## src/rtl/logic_gate_pipe.sv

```systemverilog
// logic_gate_pipe: NUM_IN-lane bitwise reducer, two registered stages, valid/ready.
// Ports: clk, rst_n, in_data/in_op/in_valid/in_ready, out_data/out_zero/out_ones/out_valid/out_ready, out_count.
module logic_gate_pipe #(
  parameter int WIDTH   = 8,
  parameter int NUM_IN  = 4,
  parameter int COUNT_W = 16
) (
  input  logic                    clk,
  input  logic                    rst_n,
  input  logic [NUM_IN*WIDTH-1:0] in_data,
  input  logic [2:0]              in_op,
  input  logic                    in_valid,
  output logic                    in_ready,
  output logic [WIDTH-1:0]        out_data,
  output logic                    out_zero,
  output logic                    out_ones,
  output logic                    out_valid,
  input  logic                    out_ready,
  output logic [COUNT_W-1:0]      out_count
);

  logic [WIDTH-1:0] red_and;
  logic [WIDTH-1:0] red_or;
  logic [WIDTH-1:0] red_xor;
  logic [WIDTH-1:0] lane0;
  logic [WIDTH-1:0] base_n;
  logic             inv_n;

  logic             v1;
  logic [WIDTH-1:0] base1;
  logic             inv1;
  logic             v2;
  logic [WIDTH-1:0] s2_val;

  logic ready2;
  logic accept;
  logic move;

  assign lane0 = in_data[WIDTH-1:0];

  always_comb begin
    red_and = '1;
    red_or  = '0;
    red_xor = '0;
    for (int k = 0; k < NUM_IN; k++) begin
      red_and = red_and & in_data[k*WIDTH +: WIDTH];
      red_or  = red_or  | in_data[k*WIDTH +: WIDTH];
      red_xor = red_xor ^ in_data[k*WIDTH +: WIDTH];
    end
  end

  always_comb begin
    base_n = lane0;
    inv_n  = 1'b0;
    unique case (1'b1)
      (in_op == 3'd0) || (in_op == 3'd3): base_n = red_and;
      (in_op == 3'd1) || (in_op == 3'd4): base_n = red_or;
      (in_op == 3'd2) || (in_op == 3'd5): base_n = red_xor;
      default:                            base_n = lane0;
    endcase
    inv_n = (in_op == 3'd3) || (in_op == 3'd4) ||
            (in_op == 3'd5) || (in_op == 3'd7);
  end

  // ready path depends on out_ready and state only
  assign ready2   = !v2 || out_ready;
  assign in_ready = !v1 || ready2;
  assign accept   = in_valid && in_ready;
  assign move     = v1 && ready2;

  assign s2_val    = base1 ^ {WIDTH{inv1}};
  assign out_valid = v2;

  always_ff @(posedge clk or negedge rst_n) begin
    if (!rst_n) begin
      v1    <= 1'b0;
      base1 <= '0;
      inv1  <= 1'b0;
    end else begin
      if (accept) begin
        v1    <= 1'b1;
        base1 <= base_n;
        inv1  <= inv_n;
      end else if (move) begin
        v1 <= 1'b0;
      end
    end
  end

  always_ff @(posedge clk or negedge rst_n) begin
    if (!rst_n) begin
      v2       <= 1'b0;
      out_data <= '0;
      out_zero <= 1'b0;
      out_ones <= 1'b0;
    end else begin
      if (move) begin
        v2       <= 1'b1;
        out_data <= s2_val;
        out_zero <= (s2_val == '0);
        out_ones <= (&s2_val);
      end else if (out_ready) begin
        v2 <= 1'b0;
      end
    end
  end

  always_ff @(posedge clk or negedge rst_n) begin
    if (!rst_n) begin
      out_count <= '0;
    end else if (v2 && out_ready) begin
      out_count <= out_count + COUNT_W'(1);
    end
  end

endmodule
```

## config.mk

```make
export PLATFORM = sky130hd
export DESIGN_NAME = logic_gate_pipe
export DESIGN_NICKNAME = d
export VERILOG_FILES = /design/src/rtl/logic_gate_pipe.sv
export SDC_FILE = /design/constraint.sdc
export NUM_CORES = 1
export LEC_CHECK = 0
export CORE_ASPECT_RATIO = 1.25
export CORE_MARGIN = 1.5
export CORE_UTILIZATION = 52
export DETAILED_ROUTE_END_ITERATION = 10
export PLACE_DENSITY = 0.9
export RECOVER_POWER = 25
export SYNTH_ARGS = -nofsm -noshare
export SYNTH_HDL_FRONTEND = slang
export SYNTH_SLANG_ARGS = --single-unit
```

## constraint.sdc

```tcl
create_clock -name clk -period 2.2 [get_ports clk]
set_clock_uncertainty 0.05 [all_clocks]
set_input_delay 0.33 -clock clk [delete_from_list [all_inputs] [get_ports clk]]
set_output_delay 0.33 -clock clk [all_outputs]
set_load 0.01 [all_outputs]
```

==> results.rst <==
.. list-table::
   :header-rows: 1

   * - Metric
     - Value
   * - Combinational share of power
     - 32.2%
   * - Sequential-to-total area share from yosys stat
     - 39.6%
   * - Headroom to the max-slew limit
     - -23.2%
   * - Master cell of the clock root buffer
     - sky130_fd_sc_hd__clkbuf_8
   * - Multi-input gate area in the final layout
     - 1310 um^2
   * - Global-route usage over all layers
     - 21.2%
   * - Switching power
     - 0.000696 W
   * - Clock network fraction of total power
     - 26.1%
   * - Worst vdd ir
     - 0.293 mV
   * - Clock slew at the register clock pins of the worst setup and hold paths
     - 70 ps
   * - Switching portion of total power
     - 30.0%
   * - Stage delay of the slowest cell on the critical path
     - 560 ps
   * - Final Max Slew Viols
     - 38
   * - Cell total after placement
     - 373
   * - Setup crit start
     - out_ready
   * - Leakage
     - 1.41 nW
   * - Pre-antenna DRT Iters
     - 5
   * - Post-DR vias/cell
     - 5.36
   * - Combinational family with the most area after synthesis
     - simple AND/OR/NAND/NOR gates
   * - Number of antenna-violating nets in the routed design
     - 0
   * - Std-Cell Core Area
     - 4360 um^2
   * - Die extent in x
     - 63.0 um
   * - Number of levels in the clock H-tree
     - 2
   * - Worst flop-to-flop path startpoint
     - out_count[0]
   * - Post-route fraction of the period consumed by the critical path
     - 89.4%
   * - Power density of the placed cells
     - 728 nW/um^2
   * - Max frequency
     - 508 MHz
   * - Final estimated routing congestion in global placement
     - 0.811
   * - Top delay family on crit path
     - buffers and inverters
   * - Transition time at the pin with the least slew margin
     - 1850 ps
   * - Count of endpoints failing setup in the final report
     - 0
   * - Full die area
     - 4910 um^2
   * - Area overhead of the layout relative to synthesis
     - 36.6%
   * - Outcome
     - finished with violations
   * - Final HPWL from detailed placement
     - 3.74 mm
   * - Total CTS buffers
     - 5
   * - Via count of the first global-routing pass
     - 2051
   * - Post-CTS Resized
     - 0
   * - Die Y-Extent
     - 78.0 um
   * - Synth Area per Inst
     - 9.31 um^2
   * - Cell area after synthesis
     - 2340 um^2
   * - Post-CTS Hold Fix Bufs
     - 0
   * - Sum Neg Setup Slack
     - 0 ps
   * - Starting utilization of the core area
     - 53.6%
   * - Unique cell type count in the Yosys netlist
     - 37
   * - Net count after synthesis
     - 307
   * - RSZ-0062 raised after global routing
     - false
   * - Largest net degree at the start of global routing
     - 38
   * - Path category of the worst min-delay check
     - register to register
   * - Post CTS Setup Buffer Count
     - 0
   * - Global-route wire length before repair
     - 8.45 mm
   * - CTS sink cnt
     - 37
   * - Most frequent cells in the layout
     - 65 x sky130_fd_sc_hd__clkdlybuf4s50_1, 37 x sky130_fd_sc_hd__dfrtp_1, 35 x sky130_fd_sc_hd__nand2_1
   * - Clock Tree Buf Depth
     - 2
   * - Min-Delay Startpoint
     - out_data[0]
   * - Tot Pwr
     - 0.00232 W
   * - Antenna fix cells
     - 0
   * - Internal power component
     - 0.00163 W
   * - CTS tree
     - built
   * - Total Routed Length
     - 4.73 mm
   * - Sequential fraction of design power
     - 41.7%
   * - XOR/XNOR Fraction of Synth Area
     - 14.6%
   * - Total number of vias
     - 2043
   * - Share of layout cells above drive strength 1
     - 5.88%
   * - Cell chain of the critical path
     - clkdlybuf4s50_1 -> nand3b_1 -> clkdlybuf4s50_1
   * - Worst path bufs/invs
     - 2
   * - Critical path capture point type
     - output port
   * - Fraction of the mapped netlist area in adder cells
     - 9.53%
   * - Clock network latency to the later pin of the worst-skew pair
     - 300 ps
   * - Endpoints failing hold
     - 0
   * - Worst Path Required
     - 1820 ps
   * - Synthesized instance count
     - 251
   * - Count of pins on the block boundary
     - 67
   * - Fraction of the mapped netlist area in simple logic gates
     - 17.5%
   * - Area of all placed cells without fillers
     - 3190 um^2
   * - Worst path slowest cell
     - sky130_fd_sc_hd__clkdlybuf4s50_1
   * - Cell area after placement
     - 3080 um^2
   * - Synthesis warning total
     - 0
   * - Arrival time worst endpoint
     - 1590 ps
   * - Category of the worst setup path launch point
     - primary input
   * - Area occupied by registers
     - 926 um^2
   * - First-iteration detailed-routing DRC count
     - 125
   * - Number of non-filler instances in the completed layout
     - 381
   * - Portion of netlist area occupied by mux cells
     - 0.910%
   * - Compound-gate portion of the synthesized area
     - 13.3%
   * - Post-layout min period
     - 1970 ps
   * - Number of inserted filler cells in the final layout
     - 283
   * - Wirelength per Cell
     - 12.4 um
   * - Synthesis-stage register bit count
     - 37
   * - Site row count
     - 27
   * - Total gr overflow
     - 0
   * - DR DRC count
     - 0
   * - Worst Path Class, Setup
     - primary input to output port
   * - Max capacitance violation total
     - 1
   * - Worst Hold Slack
     - 432 ps
   * - Top cell by count, worst path
     - sky130_fd_sc_hd__clkdlybuf4s50_1
   * - Final nets
     - 378
   * - Commonest non-fill, non-tap cell in the layout
     - sky130_fd_sc_hd__clkdlybuf4s50_1
   * - Max Fanout on Critical Path
     - 4
   * - Input/output buffers
     - 66
   * - Violations in the final reports
     - capacitance limit, slew limit
   * - Antenna violations before repair
     - 0
## synth_stat cells, drive strengths merged
cell type | number | area (um^2)
dfrtp | 37 | 926
nand2 | 36 | 138
xnor2 | 33 | 289
inv | 18 | 67.6
ha | 17 | 213
nor2 | 15 | 56.3
o21ai | 12 | 60.1
a21oi | 10 | 61.3
a22oi | 7 | 52.6
o31ai | 7 | 57.6
nand3 | 6 | 30.0
nor3b | 6 | 45.0
o21bai | 6 | 45.0
xor2 | 6 | 52.6
and3 | 5 | 31.3
buf | 5 | 31.3
nand4 | 5 | 31.3
nand2b | 3 | 18.8
clkbuf | 2 | 7.51
nor3 | 2 | 10.0
o22ai | 2 | 18.8
or4 | 2 | 15.0
a21o | 1 | 7.51
a2bb2oi | 1 | 8.76
and4 | 1 | 8.76
maj3 | 1 | 10.0
mux2 | 1 | 11.3
mux2i | 1 | 10.0
nand3b | 1 | 7.51
nor4b | 1 | 8.76
or2b | 1 | 7.51
## layer usage
metal	global-route usage, %	wire length (um)	vias up
met1	23.5	1890	962
met2	39.1	2540	80
li1	-	-	991
met5	0	0	-
met3	3.62	217	10
met4	9.56	81	0
## tightest hold or removal path, stage by stage (launching register included)
cell and delay (ps):
sky130_fd_sc_hd__dfrtp_1 350, sky130_fd_sc_hd__nand2_1 40, sky130_fd_sc_hd__o21ai_0 60
## final timing paths
path / end / slack (ps) / cells past startpoint
min: out_data[0] / 430 / 2
min reg2reg: out_data[0] / 430 / 2
min in group asynchronous: out_count[6] / 480 / 1
max in group asynchronous: out_data[1] / 550 / 1
max: in_ready / 230 / 3
max reg2reg: out_count[12] / 670 / 6
## through the flow
stage / utilization (%) / worst slack [ps]
2_1_floorplan: - / 706
3_3_place_gp: 70.6 / 193
3_5_place_dp: 70.6 / 151
4_1_cts: 73.3 / 229
5_1_grt: 73.2 / 102
6_report: 73.2 / 233
## sequential cells by signal (all words and copies together), names as in the netlist
signal     count
out_count     16
v1             1
out_zero       1
out_ones       1
inv1           1
base1          8
out_data       8
out_valid      1
## cells by family after synthesis
kind of cell	after synthesis
simple gates	84
compound gates	46
xor+xnor	39
flops	37
buf+inv	25
fa+ha+maj	18
mux	2
## cell type report
class | instances | area share (%)
flip-flops and latches | 37 | 29.0
repair buffers | 71 | 22.1
inverters | 18 | 2.12
clock inverters | 1 | 0.941
clock buffers | 7 | 2.70
multi-input cells | 189 | 40.9
well taps | 58 | 2.27
## power by group through the flow
stage | Combinational [W] | Clock, W | Sequential [W]
after global routing | 0.000834 | 0.000645 | 0.000988
after CTS | 0.000756 | 0.000611 | 0.000968
final | 0.000749 | 0.000606 | 0.000968
after floorplan | 0.000332 | 0 | 0.000991
after detailed placement | 0.000750 | 0 | 0.000979
after global placement | 0.000724 | 0 | 0.000967
Power figures use the tool's default switching activity.
